File: config.mk
export PLATFORM = sky130hd
export DESIGN_NAME = mux_stim_gen_flat
export DESIGN_NICKNAME = d
export VERILOG_FILES = /design/src/rtl/mux_stim_gen_if.sv /design/src/rtl/mux_stim_gen.sv /design/src/flat_wrapper.sv
export SDC_FILE = /design/constraint.sdc
export NUM_CORES = 1
export LEC_CHECK = 0
export ABC_CLOCK_PERIOD_IN_PS = 2400
export CORE_ASPECT_RATIO = 0.5
export CORE_UTILIZATION = 40
export CTS_BUF_LIST = sky130_fd_sc_hd__clkbuf_4 sky130_fd_sc_hd__clkbuf_8
export CTS_CLUSTER_DIAMETER = 120
export DETAILED_ROUTE_END_ITERATION = 12
export MAX_ROUTING_LAYER = met4
export PLACE_DENSITY = 0.6
export SLEW_MARGIN = 25
export SYNTH_ARGS = -nofsm -noshare
export SYNTH_HDL_FRONTEND = slang
export SYNTH_SLANG_ARGS = --single-unit
File: constraint.sdc
create_clock -name clk -period 2.4 [get_ports clk]
set_clock_uncertainty 0.05 [all_clocks]
set_input_delay 0.48 -clock clk [delete_from_list [all_inputs] [get_ports clk]]
set_output_delay 0.48 -clock clk [all_outputs]
set_load 0.03 [all_outputs]
File: src/rtl/mux_stim_gen_if.sv
// Bundles the mux stimulus signals: controls into the generator, mux data/select out of it.
interface mux_stim_gen_if;
    logic en;
    logic mode;
    logic btn_raw;
    logic in_a;
    logic in_b;
    logic sel;
    logic sel_changed;

    modport master (
        input  en, mode, btn_raw,
        output in_a, in_b, sel, sel_changed
    );

    modport slave (
        output en, mode, btn_raw,
        input  in_a, in_b, sel, sel_changed
    );
endinterface

File: src/rtl/mux_stim_gen.sv
// Square-wave data sources and select generator for a 2:1 mux.
// Select is either auto-toggled by a divider or toggled by a debounced push-button.
module mux_stim_gen #(
    parameter int CNT_W     = 16,
    parameter int DIV_A     = 10,
    parameter int DIV_B     = 50,
    parameter int DIV_SEL   = 200,
    parameter int DB_CYCLES = 16
) (
    input  logic           clk,
    input  logic           rst_n,
    mux_stim_gen_if.master bus
);
    localparam logic [CNT_W-1:0] SEL_TERM = CNT_W'(DIV_SEL - 1);
    localparam logic [CNT_W-1:0] DB_TERM  = CNT_W'(DB_CYCLES - 1);

    // Data dividers: g_div[0] drives in_a, g_div[1] drives in_b.
    for (genvar gi = 0; gi < 2; gi++) begin : g_div
        localparam int               DIV  = (gi == 0) ? DIV_A : DIV_B;
        localparam logic [CNT_W-1:0] TERM = CNT_W'(DIV - 1);

        logic [CNT_W-1:0] cnt_q, cnt_d;
        logic             out_q, out_d;

        always_comb begin
            cnt_d = cnt_q;
            out_d = out_q;
            if (bus.en) begin
                if (cnt_q == TERM) begin
                    cnt_d = '0;
                    out_d = ~out_q;
                end else begin
                    cnt_d = cnt_q + 1'b1;
                end
            end
        end

        always_ff @(posedge clk or negedge rst_n) begin
            if (!rst_n) begin
                cnt_q <= '0;
                out_q <= 1'b0;
            end else begin
                cnt_q <= cnt_d;
                out_q <= out_d;
            end
        end
    end

    assign bus.in_a = g_div[0].out_q;
    assign bus.in_b = g_div[1].out_q;

    logic [1:0]       sync_q, sync_d;
    logic [CNT_W-1:0] db_cnt_q, db_cnt_d;
    logic             db_q, db_d;
    logic             db_dly_q;
    logic             db_rise;
    logic             sync2;

    assign sync_d  = {sync_q[0], bus.btn_raw};
    assign sync2   = sync_q[1];
    // Rise is taken from the registered debounced level, one edge after acceptance.
    assign db_rise = db_q & ~db_dly_q;

    always_comb begin
        db_cnt_d = db_cnt_q;
        db_d     = db_q;
        if (sync2 == db_q) begin
            db_cnt_d = '0;
        end else if (db_cnt_q == DB_TERM) begin
            db_d     = sync2;
            db_cnt_d = '0;
        end else begin
            db_cnt_d = db_cnt_q + 1'b1;
        end
    end

    logic [CNT_W-1:0] sel_cnt_q, sel_cnt_d;
    logic             mode_q;
    logic             sel_q, sel_d;
    logic             sel_changed_q;
    logic             sel_tog;
    logic             mode_chg;

    assign mode_chg = (bus.mode != mode_q);

    always_comb begin
        sel_cnt_d = sel_cnt_q;
        sel_tog   = 1'b0;
        if (mode_chg || bus.mode) begin
            sel_cnt_d = '0;
        end else if (bus.en) begin
            if (sel_cnt_q == SEL_TERM) begin
                sel_cnt_d = '0;
                sel_tog   = 1'b1;
            end else begin
                sel_cnt_d = sel_cnt_q + 1'b1;
            end
        end
        // A debounced press still counts on a mode-change edge if the new mode is manual.
        if (bus.mode && db_rise) begin
            sel_tog = 1'b1;
        end
        sel_d = sel_q ^ sel_tog;
    end

    always_ff @(posedge clk or negedge rst_n) begin
        if (!rst_n) begin
            sync_q        <= '0;
            db_cnt_q      <= '0;
            db_q          <= 1'b0;
            db_dly_q      <= 1'b0;
            sel_cnt_q     <= '0;
            mode_q        <= 1'b0;
            sel_q         <= 1'b0;
            sel_changed_q <= 1'b0;
        end else begin
            sync_q        <= sync_d;
            db_cnt_q      <= db_cnt_d;
            db_q          <= db_d;
            db_dly_q      <= db_q;
            sel_cnt_q     <= sel_cnt_d;
            mode_q        <= bus.mode;
            sel_q         <= sel_d;
            sel_changed_q <= sel_tog;
        end
    end

    assign bus.sel         = sel_q;
    assign bus.sel_changed = sel_changed_q;
endmodule

File: src/flat_wrapper.sv
// flat-port wrapper written by rule: the top's interface ports become plain ports
module mux_stim_gen_flat 
#(
    parameter int CNT_W     = 16,
    parameter int DIV_A     = 10,
    parameter int DIV_B     = 50,
    parameter int DIV_SEL   = 200,
    parameter int DB_CYCLES = 16
)
  (clk, rst_n, bus_en, bus_mode, bus_btn_raw, bus_in_a, bus_in_b, bus_sel, bus_sel_changed);
  mux_stim_gen_if bus_i ();
  input  logic clk;
  input  logic rst_n;
  input wire logic [$bits(bus_i.en)-1:0] bus_en;
  input wire logic [$bits(bus_i.mode)-1:0] bus_mode;
  input wire logic [$bits(bus_i.btn_raw)-1:0] bus_btn_raw;
  output wire logic [$bits(bus_i.in_a)-1:0] bus_in_a;
  output wire logic [$bits(bus_i.in_b)-1:0] bus_in_b;
  output wire logic [$bits(bus_i.sel)-1:0] bus_sel;
  output wire logic [$bits(bus_i.sel_changed)-1:0] bus_sel_changed;
  assign bus_i.en = bus_en;
  assign bus_i.mode = bus_mode;
  assign bus_i.btn_raw = bus_btn_raw;
  assign bus_in_a = bus_i.in_a;
  assign bus_in_b = bus_i.in_b;
  assign bus_sel = bus_i.sel;
  assign bus_sel_changed = bus_i.sel_changed;
  mux_stim_gen #(.CNT_W(CNT_W), .DIV_A(DIV_A), .DIV_B(DIV_B), .DIV_SEL(DIV_SEL), .DB_CYCLES(DB_CYCLES)) u_core (.clk(clk), .rst_n(rst_n), .bus(bus_i));
endmodule
==> results.md, run 1 <==
- Synth area leader: dfrtp_1
- Die Y: 69 µm
- Register area: about 1800 µm²
- Drt first pass iters: 4
- Final max-slew violation count: 0
- H-tree Lvls: 3
- Most instantiated cells after synthesis: 73 x dfrtp_1, 29 x xnor2_1, 27 x nand2_1, 25 x nor2_1, 18 x and3_1
- Rows: 24
- Max Freq: just over 500 MHz
- Status: finished clean
- Layout area overhead: 11.8%
- Syn Inst Count: ~350
- Synth top area cells: dfrtp_1 51%, xnor2_1 7.1%, xor2_1 3.2%
- DP Wirelength: 4760 µm
- RSZ-0062 raised after global routing: no
- N_diodes: 0
- Antenna viol nets, final: 0
- Initial Utilization: 41.2%
- Total negative setup slack: 0 ns
- CTS root buffer: clkbuf_8
- Num CTS Buffers: 9
- Routed vias/inst: 5.48
- GP Congestion: 0.903
- M2 GR Usage: 23.5%
- Final wirelength: about 7000 µm
- Startpoint types: input pin
- Port buffer count: 8
- Total power: 2.77 mW
- Vias: 2675
- Met1 Resource Use GR: 22.8%
- # fillers: 830
- Arr. time, crit path: 2.19 ns
- Final Cycle Share: 82.0%
- Most frequent cell after synthesis: dfrtp_1
- Critical setup path kind: input pin to register
- Ratio of cells with drive above 1 in the final layout: 7.28%
- Setup violations, final: 0
- Most used flip-flop cell after synthesis: dfrtp_1
- Setup crit end kind: register
- Routed wire per std cell: between 10 and 15 µm
- Post-Syn Area per Cell: 10.2 µm²
- Post-synth ARST share: 100%
- Tightest Hold Check Type: register to register
- Largest net degree at the start of global routing: 59
- Post-synthesis sequential area ratio: 50.9%
- Max Cap Viol: 0
- Initial antenna violation count: 0
- Crit path max fanout: 9
- FF+latch count, synth: 73
- Clock tree buffer depth: 2
- Syn. warnings: 0
- Gr ovfl total: 0
- Final nets: 377
- Max rail drop VDD: 0.000275 V
- Worst slew pin tran: 0.509 ns
- GR Util met3: 5.96%
- Clk slew on worst S/H paths: 0.08 ns
- First-pass GRT wire length: 12100 µm
- Final hold slack: 0.311 ns
- Syn nets: approximately 360
- Drt drc: 0
- Synthesized area: 3590 µm²
- GR Util All Layers: 17.0%
- Vias in the first global route: between 2000 and 3000
- Clock Latency Late Sink: 0.36 ns
- Full die area: 9380 µm²
- # clock sinks: 73
- P per Cell Area: 689 nW/µm²
- Global route hottest layer: met2
- Leak pwr: 1.71 nW
- Yosys top cell area share: between 50 and 60%
- Core area: 8710 µm²
- Placed Cells: 471
- CTS tree: yes
- Fin. Hold Viols: 0
- Slew HR: roughly 66%
- Starting DRT DRC Count: 140
- Post-synth cell types: 43
- Area of the multi-input gates: between 1500 and 2000 µm²
- Final min period: just under 2 ns
- Post-synth EDFFs: 0
- Filler-free cell count of the finished design: 488
- Num ports: 9
- Die width: 136 µm
- Req. time, crit path: 2.63 ns
## layout make-up
class | count | area share, %
sequential | 73 | 45.5
multi-input combinational | 258 | 41.6
tap | 117 | 3.65
timing repair buffer | 15 | 3.55
clock buffer | 9 | 3.09
clock inverter | 7 | 1.75
inverter | 9 | 0.842
## power breakdown
group          leakage [nW]  total [mW]  internal [mW]  switching (mW)
Combinational         0.636       0.327          0.166           0.161
Sequential            0.977        1.47           1.34           0.132
Clock                0.0994       0.968          0.480           0.489
Total                  1.71        2.77           1.98           0.782
## worst paths after layout
| kind | cells after the start | from | slack, ns | endpoint |
|---|---|---|---|---|
| setup / recovery | 5 | bus_en | 0.43 | u_core.g_div[0].cnt_q[15] |
| hold / removal | 0 | u_core.sync_q[0] | 0.31 | u_core.sync_q[1] |
| setup reg to reg | 5 | u_core.sel_cnt_q[0] | 0.47 | u_core.sel_cnt_q[12] |
| hold reg to reg | 0 | u_core.sync_q[0] | 0.31 | u_core.sync_q[1] |
| max in group asynchronous | 3 | rst_n | 1.13 | u_core.g_div[1].cnt_q[12] |
| min in group asynchronous | 2 | rst_n | 0.53 | u_core.sel_cnt_q[13] |
## critical path: stages
cell	delay, ns
clkdlybuf4s50_1	0.63
and3_1	0.29
nand4_1	0.29
nor4_1	0.31
xor2_1	0.19
## per-layer routing
layer | up-vias | share of wire [%]
met2 | 42 | 44
met3 | 13 | 3.5
met5 | - | 0
met4 | 0 | 1.1
met1 | 1312 | 52
li1 | 1308 | -
## cells in the final DEF (no fill, tap or decap), types with 13 or more instances in the layout
| cell | Yosys | final |
|---|---|---|
| a31oi_1 | 17 | 17 |
| and3_1 | 18 | 18 |
| dfrtp_1 | 73 | 73 |
| nand2_1 | 27 | 27 |
| nand3_1 | 17 | 17 |
| nand4_1 | 17 | 17 |
| nor2_1 | 25 | 25 |
| nor3_1 | 13 | 13 |
| nor4_1 | 13 | 13 |
| xnor2_1 | 29 | 29 |
| xor2_1 | 13 | 13 |
## metrics by stage
step	setup WS (ns)	utilization, %	instance area [µm²]
finish	0.432	46.1	4010
global route	0.245	46.1	4010
CTS	0.434	46.1	4010
detailed placement	0.0980	43.8	3810
global placement	0.118	43.8	3810
floorplan	0.738	-	3590
## state kept, by name, indices dropped and copies added (netlist names)
register,flops
u_core.db_q,1
u_core.sel_cnt_q,16
u_core.bus.in_a,1
u_core.g_div.cnt_q,32
u_core.sync_q,2
u_core.db_cnt_q,16
u_core.bus.sel,1
u_core.mode_q,1
u_core.bus.in_b,1
u_core.db_dly_q,1
u_core.bus.sel_changed,1
## cells by family after synthesis
group / synth area share, %
xor gates and xnor gates: 10.2
and+or+nand+nor: 26.1
muxes: 0.871
adders and majority gates: 2.09
DFF: 50.9
buffers and inverters: 2.61
AOI/OAI and AO/OA: 7.21
## what timing repair did
item	CTS	global route
resized for setup	0	0
endpoints found under the hold margin	15	0
buffers inserted	0	0
hold buffers	1	0
(Power assumes the default switching activity.)
==> run 2: changes to the inputs <==
--- a/config.mk
+++ b/config.mk
@@ -5,14 +5,14 @@
 export SDC_FILE = /design/constraint.sdc
 export NUM_CORES = 1
 export LEC_CHECK = 0
-export ABC_CLOCK_PERIOD_IN_PS = 2400
+export ABC_CLOCK_PERIOD_IN_PS = 1700
 export CORE_ASPECT_RATIO = 0.5
 export CORE_UTILIZATION = 40
 export CTS_BUF_LIST = sky130_fd_sc_hd__clkbuf_4 sky130_fd_sc_hd__clkbuf_8
 export CTS_CLUSTER_DIAMETER = 120
 export DETAILED_ROUTE_END_ITERATION = 12
 export MAX_ROUTING_LAYER = met4
-export PLACE_DENSITY = 0.6
+export PLACE_DENSITY = 0.62
 export SLEW_MARGIN = 25
 export SYNTH_ARGS = -nofsm -noshare
 export SYNTH_HDL_FRONTEND = slang
==> constraint.sdc (replaced) <==
create_clock -name clk -period 1.7 [get_ports clk]
set_clock_uncertainty 0.05 [all_clocks]
set_input_delay 0.34 -clock clk [delete_from_list [all_inputs] [get_ports clk]]
set_output_delay 0.34 -clock clk [all_outputs]
set_load 0.03 [all_outputs]
==> results.md, run 2 (same netlist as run 1, synthesis figures left out) <==
- Critical path's top delay family: simple AND/OR/NAND/NOR gates
- Fin worst setup slack: -0.0168 ns
- Slowest-stage cell, CP: dfrtp_1
- Req. time, crit path: 1.87 ns
- Largest registers: u_core.g_div.cnt_q (32), u_core.db_cnt_q (16), u_core.sel_cnt_q (16)
- Ratio of cells with drive above 1 in the final layout: between 20% and 30%
- Fin. Hold Viols: 0
- Full die area: 9380 µm²
- Rows: 24
- GP Congestion: 0.885
- Violated checks: negative setup slack
- Antenna viol nets, final: 0
- # fillers: just under 800
- Vias: 2839
- Initial antenna violation count: 0
- Arr. time, crit path: roughly 1.9 ns
- H-tree Lvls: 3
- Leading cell type in the layout, fill and taps excluded: dfrtp_1
- Routed wire per std cell: 14.5 µm
- Largest net degree at the start of global routing: 74
- Clk slew on worst S/H paths: 0.08 ns
- Slew HR: 74.1%
- Post-layout util: a little over 50%
- Num CTS Buffers: 9
- Final nets: just over 400
- N_diodes: 0
- Drt first pass iters: 4
- Max Freq: 582 MHz
- Int Pwr: 3.16 mW
- Reg2reg end: u_core.sel_cnt_q[5]
- Port buffer count: 8
- Commonest non-fill, non-tap cells in the layout: 73 x dfrtp_1, 35 x buf_4, 29 x xnor2_1
- CTS tree: yes
- Wire length on met2: between 3000 and 4000 µm
- GR Util All Layers: between 15 and 20%
- Final max-slew violation count: 0
- Comb power frac: 12.2%
- Final wirelength: 7590 µm
- Initial Utilization: 41.2%
- Setup crit end kind: register
- Routed vias/inst: 5.43
- First-pass GRT wire length: 13200 µm
- DP Wirelength: 5220 µm
- Core area: 8710 µm²
- # clock sinks: 73
- Final Cycle Share: 101%
- Worst Setup SP: u_core.sel_cnt_q[13]
- Crit path buf inv count: 2
- Sw frac: 25.9%
- Clock network fraction of design power: 39.3%
- Worst Reg-to-Reg Cells: 6
- Starting DRT DRC Count: 141
- Vias in the first global route: 2763
- Critical path depth: 6
- Metal3 WL: 228 µm
- Die width: roughly 140 µm
- Gr ovfl total: 0
- Clock tree buffer depth: 2
- Die Y: 69 µm
- Max rail drop VDD: 0.000412 V
- Flop-to-flop setup slack: -0.02 ns
- Critical setup path kind: register to register
- Final min period: 1.72 ns
- Final hold slack: 0.306 ns
- Clock Latency Late Sink: between 0.3 and 0.4 ns
- RSZ-0062 raised after global routing: yes
- M1 WL: 3850 µm
- Num ports: 9
- CTS root buffer: clkbuf_8
- Largest Register: u_core.g_div.cnt_q
- Max Cap Viol: 0
- Setup violations, final: 4
- Switching pwr: ~1.1 mW
- CP endpoint: u_core.sel_cnt_q[5]
- Status: finished with violations
- Worst slew pin tran: 0.386 ns
- Total power: about 4.3 mW
- Crit path max fanout: 7
- Worst-path cell chain: nor4b_2 -> buf_4 -> nand4_1 -> buf_6 -> a41oi_2 -> a31oi_1
- P per Cell Area: roughly 940 nW/µm²
- Total negative setup slack: -0.0299 ns
- CP max stage delay: 0.39 ns
- Drt drc: 0
- Leak pwr: just under 2 nW
- Tightest Hold Check Type: register to register
- Crit Reg-Reg Startpoint: u_core.sel_cnt_q[13]
- Layout area overhead: 25.9%
- Startpoint types: register
- DR top layer: met4
- Largest register FFs: 32
- Register share of total power: 48.5%
## run 2: layout make-up
type	instances	area (µm²)	share of cell area, %
clock buffer	10	131	2.91
clock inverter	6	115	2.55
inverter	9	33.8	0.748
multi-input combinational	258	1840	40.6
sequential	73	1830	40.4
tap	117	146	3.24
timing repair buffer	50	430	9.52
## run 2: power groups by stage
stage | logic (mW) | registers [mW] | clock network, mW
after CTS | 0.506 | 2.06 | 1.71
after global placement | 0.489 | 2.09 | 0
after floorplan | 0.302 | 2.08 | 0
after global routing | 0.587 | 2.10 | 1.78
after detailed placement | 0.506 | 2.10 | 0
final | 0.522 | 2.07 | 1.68
## run 2: metrics by stage
stage                     worst slack (ns)  std cells  instance area [µm²]
after global routing               -0.0971        523                 4520
after detailed placement            -0.307        504                 4070
final                              -0.0168        523                 4520
after CTS                          -0.0224        523                 4370
after global placement              -0.232        504                 4070
after floorplan                     0.0380        353                 3590
## run 2: routing by layer
layer / global-route usage (%) / up-vias
met1: 24.4 / 1405
met2: 27.3 / 43
li1: - / 1387
met3: 5.45 / 4
met5: - / -
met4: 5.80 / 0
## run 2: worst reg2reg max path, cell delays in order (launching register included)
cell	delay, ns
dfrtp_1	0.39
nor4b_2	0.27
buf_4	0.15
nand4_1	0.23
buf_6	0.25
a41oi_2	0.19
a31oi_1	0.06
## run 2: worst min path at each step
stage / slack [ns] / to / from / depth (start not counted)
2_1_floorplan: -0.006 / u_core.bus.in_a / rst_n / 0
3_3_place_gp: 0.29 / u_core.sync_q[1] / u_core.sync_q[0] / 0
3_5_place_dp: 0.29 / u_core.sync_q[1] / u_core.sync_q[0] / 0
4_1_cts: 0.31 / u_core.sync_q[1] / u_core.sync_q[0] / 0
5_1_grt: 0.33 / u_core.sync_q[1] / u_core.sync_q[0] / 0
6_report: 0.31 / u_core.sync_q[1] / u_core.sync_q[0] / 0
## run 2: what timing repair did
item                       in CTS  in global routing
hold buffers                    1                  0
buffers inserted                1                  1
resized for setup              14                 26
hold endpoints to repair       73                  0
setup endpoints to repair      13                 24
pin swaps                      10                  7
cloned                          1                  0
